[config.mk]
export PLATFORM = sky130hd
export DESIGN_NAME = uart_inst_rx
export DESIGN_NICKNAME = d
export VERILOG_FILES = /design/src/rtl/uart_inst_rx.sv
export SDC_FILE = /design/constraint.sdc
export NUM_CORES = 1
export LEC_CHECK = 0
export BUFFER_PORTS_ARGS = -buffer_cell sky130_fd_sc_hd__buf_2
export CELL_PAD_IN_SITES_DETAIL_PLACEMENT = 0
export CELL_PAD_IN_SITES_GLOBAL_PLACEMENT = 1
export CORE_MARGIN = 1.5
export CORE_UTILIZATION = 40
export CTS_BUF_LIST = sky130_fd_sc_hd__clkbuf_8
export CTS_CLUSTER_DIAMETER = 50
export DETAILED_ROUTE_END_ITERATION = 12
export GPL_ROUTABILITY_DRIVEN = 0
export PLACE_DENSITY_LB_ADDON = 0.08
export SLEW_MARGIN = 20
export SYNTH_ARGS = -nofsm -noshare
export SYNTH_HDL_FRONTEND = slang
export SYNTH_SLANG_ARGS = --single-unit
[constraint.sdc]
create_clock -name clk -period 5.7 [get_ports clk]
set_input_delay 1.14 -clock clk [delete_from_list [all_inputs] [get_ports clk]]
set_output_delay 1.14 -clock clk [all_outputs]
set_load 0.005 [all_outputs]
[src/rtl/uart_inst_rx.sv]
// UART 8N1 receive front end: turns serial bytes on RsRx into instruction
// words with a one-cycle valid strobe, flagging bad stop bits as framing errors.
module uart_inst_rx #(
  parameter int unsigned CLKS_PER_BIT = 100
) (
  input  logic       clk,
  input  logic       rst,
  input  logic       RsRx,
  output logic [7:0] inst_wd,
  output logic       inst_vld,
  output logic       frm_err,
  output logic       busy
);

  localparam int unsigned CNT_W = $clog2(CLKS_PER_BIT);
  localparam int unsigned HALF  = CLKS_PER_BIT / 2;
  localparam int unsigned IDX_W = 3;
  localparam int unsigned DAT_W = 8;

  typedef enum logic [2:0] {
    S_IDLE,
    S_START,
    S_DATA,
    S_STOP,
    S_BREAK
  } state_t;

  state_t             state, state_nxt;
  logic               rx_meta, rx_s;
  logic [CNT_W-1:0]   cnt, cnt_nxt;
  logic [IDX_W-1:0]   idx, idx_nxt;
  logic [DAT_W-1:0]   sh, sh_nxt;
  logic [DAT_W-1:0]   wd_nxt;
  logic               vld_nxt, err_nxt;
  logic               half_done, bit_done;

  assign half_done = (cnt == CNT_W'(HALF - 1));
  assign bit_done  = (cnt == CNT_W'(CLKS_PER_BIT - 1));

  // Two-flop synchroniser; idles high so reset never looks like a start bit.
  always_ff @(posedge clk) begin
    if (rst) begin
      rx_meta <= 1'b1;
      rx_s    <= 1'b1;
    end else begin
      rx_meta <= RsRx;
      rx_s    <= rx_meta;
    end
  end

  always_ff @(posedge clk) begin
    if (rst) begin
      state    <= S_IDLE;
      cnt      <= '0;
      idx      <= '0;
      sh       <= '0;
      inst_wd  <= '0;
      inst_vld <= 1'b0;
      frm_err  <= 1'b0;
      busy     <= 1'b0;
    end else begin
      state    <= state_nxt;
      cnt      <= cnt_nxt;
      idx      <= idx_nxt;
      sh       <= sh_nxt;
      inst_wd  <= wd_nxt;
      inst_vld <= vld_nxt;
      frm_err  <= err_nxt;
      busy     <= (state_nxt != S_IDLE);
    end
  end

  always_comb begin
    state_nxt = state;
    cnt_nxt   = cnt;
    idx_nxt   = idx;
    sh_nxt    = sh;
    wd_nxt    = inst_wd;
    vld_nxt   = 1'b0;
    err_nxt   = 1'b0;

    unique case (state)
      S_IDLE: begin
        cnt_nxt = '0;
        if (!rx_s) state_nxt = S_START;
      end

      // Re-check the line mid start bit to reject short glitches.
      S_START: begin
        if (half_done) begin
          cnt_nxt = '0;
          idx_nxt = '0;
          state_nxt = rx_s ? S_IDLE : S_DATA;
        end else begin
          cnt_nxt = cnt + CNT_W'(1);
        end
      end

      S_DATA: begin
        if (bit_done) begin
          cnt_nxt = '0;
          sh_nxt  = {rx_s, sh[DAT_W-1:1]};
          if (idx == IDX_W'(DAT_W - 1)) begin
            state_nxt = S_STOP;
          end else begin
            idx_nxt = idx + IDX_W'(1);
          end
        end else begin
          cnt_nxt = cnt + CNT_W'(1);
        end
      end

      S_STOP: begin
        if (bit_done) begin
          cnt_nxt = '0;
          if (rx_s) begin
            wd_nxt    = sh;
            vld_nxt   = 1'b1;
            state_nxt = S_IDLE;
          end else begin
            err_nxt   = 1'b1;
            state_nxt = S_BREAK;
          end
        end else begin
          cnt_nxt = cnt + CNT_W'(1);
        end
      end

      // A line held low after a bad stop bit must not look like a new start.
      S_BREAK: begin
        cnt_nxt = '0;
        if (rx_s) state_nxt = S_IDLE;
      end

      default: begin
        state_nxt = S_IDLE;
        cnt_nxt   = '0;
      end
    endcase
  end

endmodule

Word-level counts from Yosys, hierarchy flattened. Index checks and enable logic that the tools add are counted.

Bits in registers: 34. Bits in latches: 0. Memory bits (writable): 0. ROM bits: 0. Bits of input ports: 3. Output and inout port bits: 11. Logic and storage cells: 50. Memories: 0.

Add/sub/neg operators: 2. Multipliers: 0. Div/mod/pow operators: 0. Order comparisons: 0. Eq/ne operators: 10. Shift operators: 0. Multiplexer cells: 18. Bitwise gates (word level): 2. Reductions and logical operators: 8.

Operators by type and width (count): $mux 3 (10); $pmux 3 s5 (1); $mux 7 (2); $pmux 7 s2 (1); $add 7x1->7 const B (1); $eq 7x6->1 const B (1); $eq 7x7->1 const B (1); $eq 3x2->1 const B (2); $eq 3x3->1 const B (2); $ne 2x2->1 const B (3); $pmux 3 s2 (1); $reduce_and 4->1 (1); $add 3x1->3 const B (1); $eq 3x1->1 const B (1); $logic_not 3->1 (1); $reduce_and 3->1 (1); $reduce_bool 3->1 (1); $reduce_or 3->1 (1); $mux 1 (2); $mux 2 (1); $not 1->1 (2); $reduce_and 2->1 (1); $reduce_bool 2->1 (1); $reduce_or 2->1 (1).

Longest topological paths before layout. Gate-level depths: netlist of run 1.

Word-level depth: 5. Depth in mapped cells: 7. Gate-level depth less buffers: 7.

Least setup slack after synthesis of run 1. OpenSTA, ideal clock, no wires.

Path type: input-to-reg. From: input rst. To: register busy. Setup time: 127 ps. Data arrival time: 1867 ps. Required time: 5573 ps. Setup slack: 3706 ps. Cell stages on the path: 4. Buffers on the path: 1. Path through: buf_6 nor2_1 a32o_1 or3_1.

RTL lines: start, declared (line 7) `input logic rst,`; end signal, assigned (line 69) `busy <= (state_nxt != S_IDLE);`; end, declared (line 12) `output logic busy`.

==> results of run 1 <==
[placed cells by master, fill, tap and decap left out, types with 2 or more instances in the layout]
| master | instances |
|---|---|
| xnor2_1 | 3 |
| xor2_1 | 2 |
| and2b_2 | 2 |
| a22oi_1 | 2 |
| inv_1 | 3 |
| nand3_1 | 3 |
| nor2_2 | 2 |
| buf_2 | 13 |
| nand2_1 | 5 |
| a211oi_1 | 2 |
| mux2i_1 | 17 |
| nor3_1 | 5 |
| ha_1 | 4 |
| clkbuf_8 | 6 |
| nor2_1 | 32 |
| a32oi_1 | 2 |
| dfxtp_1 | 34 |
| or2_2 | 2 |
[state kept, by name, indices dropped and copies added (netlist names), 3 cells and up]
name,flops
sh,8
cnt,7
inst_wd,8
state,3
idx,3
[final timing paths]
kind | start | end | slack (ns) | cells past startpoint
worst max-delay path | rst | busy | 3.60 | 4
worst min-delay path | rx_meta | rx_s | 0.41 | 1
worst max register to register | cnt[0] | inst_wd[0] | 3.72 | 6
worst min register to register | rx_meta | rx_s | 0.41 | 1
[worst register-to-register path: stages (launching register included)]
cell	delay, ns
dfxtp_1	0.37
ha_1	0.22
and4b_2	0.30
nand4_1	0.18
nor2_2	0.47
mux2i_1	0.25
nor2_1	0.05
[routing by layer]
layer / track usage [%] / up-vias / share of wire (%)
met2: 20.5 / 16 / 44
met1: 17.6 / 428 / 49
li1: - / 506 / -
met4: 10.0 / 0 / 2.0
met5: 0 / - / 0
met3: 4.41 / 5 / 4.6
[kinds of logic (layout without fill, tap and decap cells)]
| family | after synthesis | in the layout | synth area share (%) |
|---|---|---|---|
| compound gates | 10 | 10 | 6.01 |
| xor+xnor | 5 | 5 | 3.19 |
| fa+ha+maj | 4 | 4 | 3.64 |
| buf+inv | 7 | 23 | 3.19 |
| flops | 34 | 34 | 49.5 |
| mux | 17 | 17 | 12.4 |
| simple gates | 61 | 61 | 22.0 |
[stage by stage]
| stage | hold slack [ns] | area (sq um) | power, mW | worst slack [ns] |
|---|---|---|---|---|
| 2_1_floorplan | 0.389 | 1370 | 0.264 | 3.71 |
| 3_3_place_gp | 0.403 | 1460 | 0.265 | 3.33 |
| 3_5_place_dp | 0.402 | 1460 | 0.266 | 3.29 |
| 4_1_cts | 0.418 | 1580 | 0.486 | 3.59 |
| 5_1_grt | 0.434 | 1580 | 0.498 | 3.52 |
| 6_report | 0.413 | 1580 | 0.479 | 3.60 |
[report_power, final]
part | switching, mW | total [mW] | internal, mW
sequential | 0.00396 | 0.245 | 0.241
combinational | 0.00906 | 0.0153 | 0.00625
clock | 0.0789 | 0.218 | 0.140
[layout make-up]
cell class	instances	area share [%]
Multi-Input combinational cell	97	41.2
Inverter	3	0.714
Timing Repair Buffer	13	4.13
Sequential cell	34	43.2
Clock inverter	1	1.90
Clock buffer	6	5.24
Tap cell	46	3.65
==> results.txt, run 1 <==
PortBufs -> 13
Area Growth Syn to Fin -> 14.8%
Largest area contributor in the netlist -> dfxtp_1
CP delay by family, top -> simple AND/OR/NAND/NOR gates
Maximum vdd drop -> 0.164 mV
Max Slew Vio Count -> 0
Via count -> 955
Largest stage delay on the critical path -> 0.37 ns
Die width -> 61.6 um
Number of diodes -> 0
Nets -> 161
Sequential fraction of the synthesis area -> 49.5%
Sink Count -> 34
Crit-path cells -> buf_2 > nor2_1 > a32o_1 > or3_1
CTS root buf -> clkbuf_8
Die boundary height -> 61.6 um
Register area -> 681 sq um
Max Cap Viol -> 0
Max clock buf depth -> 2
CTS clk-pin slew, worst paths -> 0.06 ns
CTS Buf Count -> 5
Initial Utilization -> 41.5%
Number of synthesized flops with an enable pin -> 0
Share of post-route cells with drive strength above 1 -> 18.8%
Yosys warns -> 0
Yosys cell types -> 33
Status -> complete, no violations
Ys async rst share -> 0%
Antenna-violating nets left -> 0
Worst-path maximum fanout -> 27
Post-Route WL -> 2.31 mm
GRT Overall Usage -> 14.1%
Post-synth top area share -> 49.5%
Setup Buffers After CTS -> 0
H-Tree Depth -> 2
Cell with the most instances after synthesis -> dfxtp_1
Row count -> 21
P_leak -> 0.598 nW
DP HPWL -> 1.64 mm
Top_reg_cell synth -> dfxtp_1
P per Cell Area -> 304 nW/um^2
Critical path capture point type -> register
Cts hold-fix bufs -> 0
Crit start category -> input pin
FF+latch count, synth -> 34
Data arrival, critical path -> 2.26 ns
Hold Fails Final Rpt -> 0
# DRC -> 0
Hold Path Class -> reg2reg
DP Cell Count -> 193
Crit path buffers/inverters -> 1
CTS tree -> built
Aggregate negative setup slack -> 0 ns
Top Ports -> 14
Vias in the first global route -> 868
RSZ-0062 raised after global routing -> no
Drt wl/cell -> 11.5 um
Area of the multi-input gates -> 649 sq um
Synth Instances -> 138
Crit share post-route -> 36.8%
Global-route wire length before repair -> 3.78 mm
Least-Margin Pin Slew -> 0.544 ns
Post-Route Skew -> 0.00419 ns
Worst skew pair latency -> 0.28 ns
Drt initial violations -> 22
Area contributors post-synth -> dfxtp_1 50%, mux2i_1 12%, nor2_1 8.7%
Post-layout minimum cycle time -> 2.10 ns
Post-Layout Cell Count -> 200
Data required time of the worst path -> 5.87 ns
Die ar. -> 3800 sq um
Fin util -> 47.6%
Core Area -> 3310 sq um
Syn Area/Cell -> 9.96 sq um
Drt pass-1 iters -> 4
Peak Freq -> 0.476 GHz
Slew HR -> 63.7%
Synthesized area -> 1370 sq um
Largest net degree at the start of global routing -> 28
Setup CP Type -> in2reg
Fillers -> 343
Setup violators final -> 0
Top cells by count, synth -> 34 x dfxtp_1, 32 x nor2_1, 17 x mux2i_1
Antenna violations before repair -> 0
Synth Net Count -> 145
PostCTS Resize Cnt -> 0
Slowest CP cell -> buf_2
Vias per cell -> 4.78
Gr ovfl total -> 0
(Power assumes the default switching activity.)
==> inputs of run 2 (changes only) <==
--- a/config.mk
+++ b/config.mk
@@ -5,6 +5,7 @@
 export SDC_FILE = /design/constraint.sdc
 export NUM_CORES = 1
 export LEC_CHECK = 0
+export ABC_AREA = 1
 export BUFFER_PORTS_ARGS = -buffer_cell sky130_fd_sc_hd__buf_2
 export CELL_PAD_IN_SITES_DETAIL_PLACEMENT = 0
 export CELL_PAD_IN_SITES_GLOBAL_PLACEMENT = 1
==> constraint.sdc (replaced) <==
create_clock -name clk -period 1.85 [get_ports clk]
set_input_delay 0.37 -clock clk [delete_from_list [all_inputs] [get_ports clk]]
set_output_delay 0.37 -clock clk [all_outputs]
set_load 0.005 [all_outputs]
==> results.txt, run 2 <==
Ys async rst share -> 0%
Vias in the first global route -> 1109
Drt initial violations -> 45
Worst slack, placed -> 0.247 ns
Post-synth top area share -> 45.9%
Status -> complete, no violations
Crit share post-route -> 86.8%
Nets -> 213
CTS clk-pin slew, worst paths -> 0.06 ns
Largest stage delay on the critical path -> 0.37 ns
Top cells by count, synth -> 34 x dfxtp_1, 34 x nor2_1, 32 x nand2_1
CTS tree -> built
Synth Instances -> 190
PnR worst setup slack -> 0.243 ns
Hold Path Class -> in2reg
Gr ovfl total -> 0
Fillers -> 355
Crit start category -> register
RSZ-0062 raised after global routing -> no
H-Tree Depth -> 2
PortBufs -> 13
Largest area contributor in the netlist -> dfxtp_1
Crit path buffers/inverters -> 2
Largest net degree at the start of global routing -> 15
Synth Net Count -> 197
Antenna-violating nets left -> 0
Worst skew pair latency -> 0.28 ns
Die ar. -> 4080 sq um
# DRC -> 0
GRT Overall Usage -> 15.7%
Power, Total -> 1.33 mW
Slew HR -> 67.7%
Hold Fails Final Rpt -> 0
Core Area -> 3440 sq um
Hold_ws -> 0.285 ns
Setup violators final -> 0
Slowest CP cell -> dfxtp_1
Worst-path maximum fanout -> 11
Aggregate negative setup slack -> 0 ns
Maximum vdd drop -> 0.346 mV
Crit path capture -> sh[5]
Data required time of the worst path -> 2.03 ns
Setup CP Type -> reg2reg
Yosys warns -> 0
PostCTS Resize Cnt -> 0
Die boundary height -> 63.9 um
Share of post-route cells with drive strength above 1 -> 18.8%
WP depth -> 8
Vias per cell -> 4.68
Via count -> 1184
Antenna violations before repair -> 0
Drt pass-1 iters -> 5
Data arrival, critical path -> 1.78 ns
R2R cell count -> 8
Post-layout minimum cycle time -> 1.61 ns
FF+latch count, synth -> 34
CP Launch Point -> cnt[0]
R2r setup slk -> 0.24 ns
Peak Freq -> 0.622 GHz
Setup Buffers After CTS -> 0
Least-Margin Pin Slew -> 0.484 ns
Syn Area/Cell -> 7.81 sq um
Worst r2r dst -> sh[5]
CTS root buf -> clkbuf_8
Largest regs -> inst_wd: 8 flops, sh: 8 flops, cnt: 7 flops
DP HPWL -> 2.08 mm
P_leak -> 0.769 nW
Max Slew Vio Count -> 0
Number of diodes -> 0
Critical path capture point type -> register
Global-route wire length before repair -> 4.93 mm
Drt wl/cell -> 11.0 um
Sink Count -> 34
Row count -> 21
Yosys cell types -> 25
Cts hold-fix bufs -> 0
Max clock buf depth -> 2
Die width -> 63.9 um
Reg2reg start -> cnt[0]
Post-Route WL -> 2.79 mm
Synthesized area -> 1480 sq um
P per Cell Area -> 791 nW/um^2
Post-Route Skew -> 0.00409 ns
CP delay by family, top -> simple AND/OR/NAND/NOR gates
Sequential fraction of the synthesis area -> 45.9%
Area Growth Syn to Fin -> 13.0%
Crit-path cells -> ha_1 > inv_2 > nor2_2 > nand3_4 > nor2_4 > inv_1 > nor2_1 > nor2_1
Top Ports -> 14
CTS Buf Count -> 5
Number of synthesized flops with an enable pin -> 0
Max Cap Viol -> 0
Area contributors post-synth -> dfxtp_1 46%, nor2_1 8.6%, nand2_1 8.1%
Initial Utilization -> 43.1%
Most frequent cells in the layout -> 34 x nor2_1, 34 x dfxtp_1, 32 x nand2_1
Top_reg_cell synth -> dfxtp_1
Most used cell, CP -> nor2_1
-- run 2: cell count changes in the layout (fill, tap and decap cells not counted), sizes merged, moves of 3 or more --
cell	before	now
nor3	5	2
nand4	1	10
nor2	34	38
a21oi	0	11
mux2i	17	0
nand3	3	13
nand2	5	34
o21ai	0	9
inv	3	23
-- run 2: logic make-up (layout without fill, tap and decap cells) --
kind of cell,after synthesis,count (layout),synth area share (%)
and+or+nand+nor,100,100,32.8
buffers and inverters,27,44,7.50
adders and majority gates,4,4,3.37
DFF,34,34,45.9
AOI/OAI and AO/OA,20,20,7.50
xor gates and xnor gates,5,5,2.95
-- run 2: per-stage QoR --
step | cell area (sq um) | cells | util [%]
floorplan | 1480 | 190 | -
global placement | 1590 | 245 | 46.1
detailed placement | 1590 | 245 | 46.1
CTS | 1680 | 253 | 48.7
global route | 1680 | 253 | 48.7
finish | 1680 | 253 | 48.7
-- run 2: layout make-up --
| type | count | area [sq um] | share of cell area, % |
|---|---|---|---|
| Multi-Input combinational cell | 129 | 692 | 41.3 |
| Sequential cell | 34 | 681 | 40.6 |
| Clock buffer | 6 | 82.6 | 4.93 |
| Inverter | 22 | 82.6 | 4.93 |
| Timing Repair Buffer | 14 | 72.6 | 4.33 |
| Tap cell | 46 | 57.6 | 3.43 |
| Clock inverter | 2 | 8.76 | 0.522 |
-- run 2: worst min-delay path by stage --
stage,start,end,depth (start not counted)
6_report,RsRx,rx_meta,2
5_1_grt,RsRx,rx_meta,2
3_3_place_gp,rx_meta,rx_s,1
3_5_place_dp,rx_meta,rx_s,1
2_1_floorplan,rx_meta,rx_s,1
4_1_cts,RsRx,rx_meta,2
-- run 2: power by group --
part	switching (mW)	internal (mW)
logic	0.0264	0.0141
registers	0.00603	0.739
clock network	0.246	0.294
-- run 2: layer usage --
| metal | vias to the layer above | track usage, % | routed length, um |
|---|---|---|---|
| li1 | 639 | - | - |
| met1 | 524 | 19.8 | 1410 |
| met2 | 16 | 24.7 | 1240 |
| met3 | 5 | 5.28 | 98 |
| met4 | 0 | 5.71 | 44 |
| met5 | - | 0 | 0 |
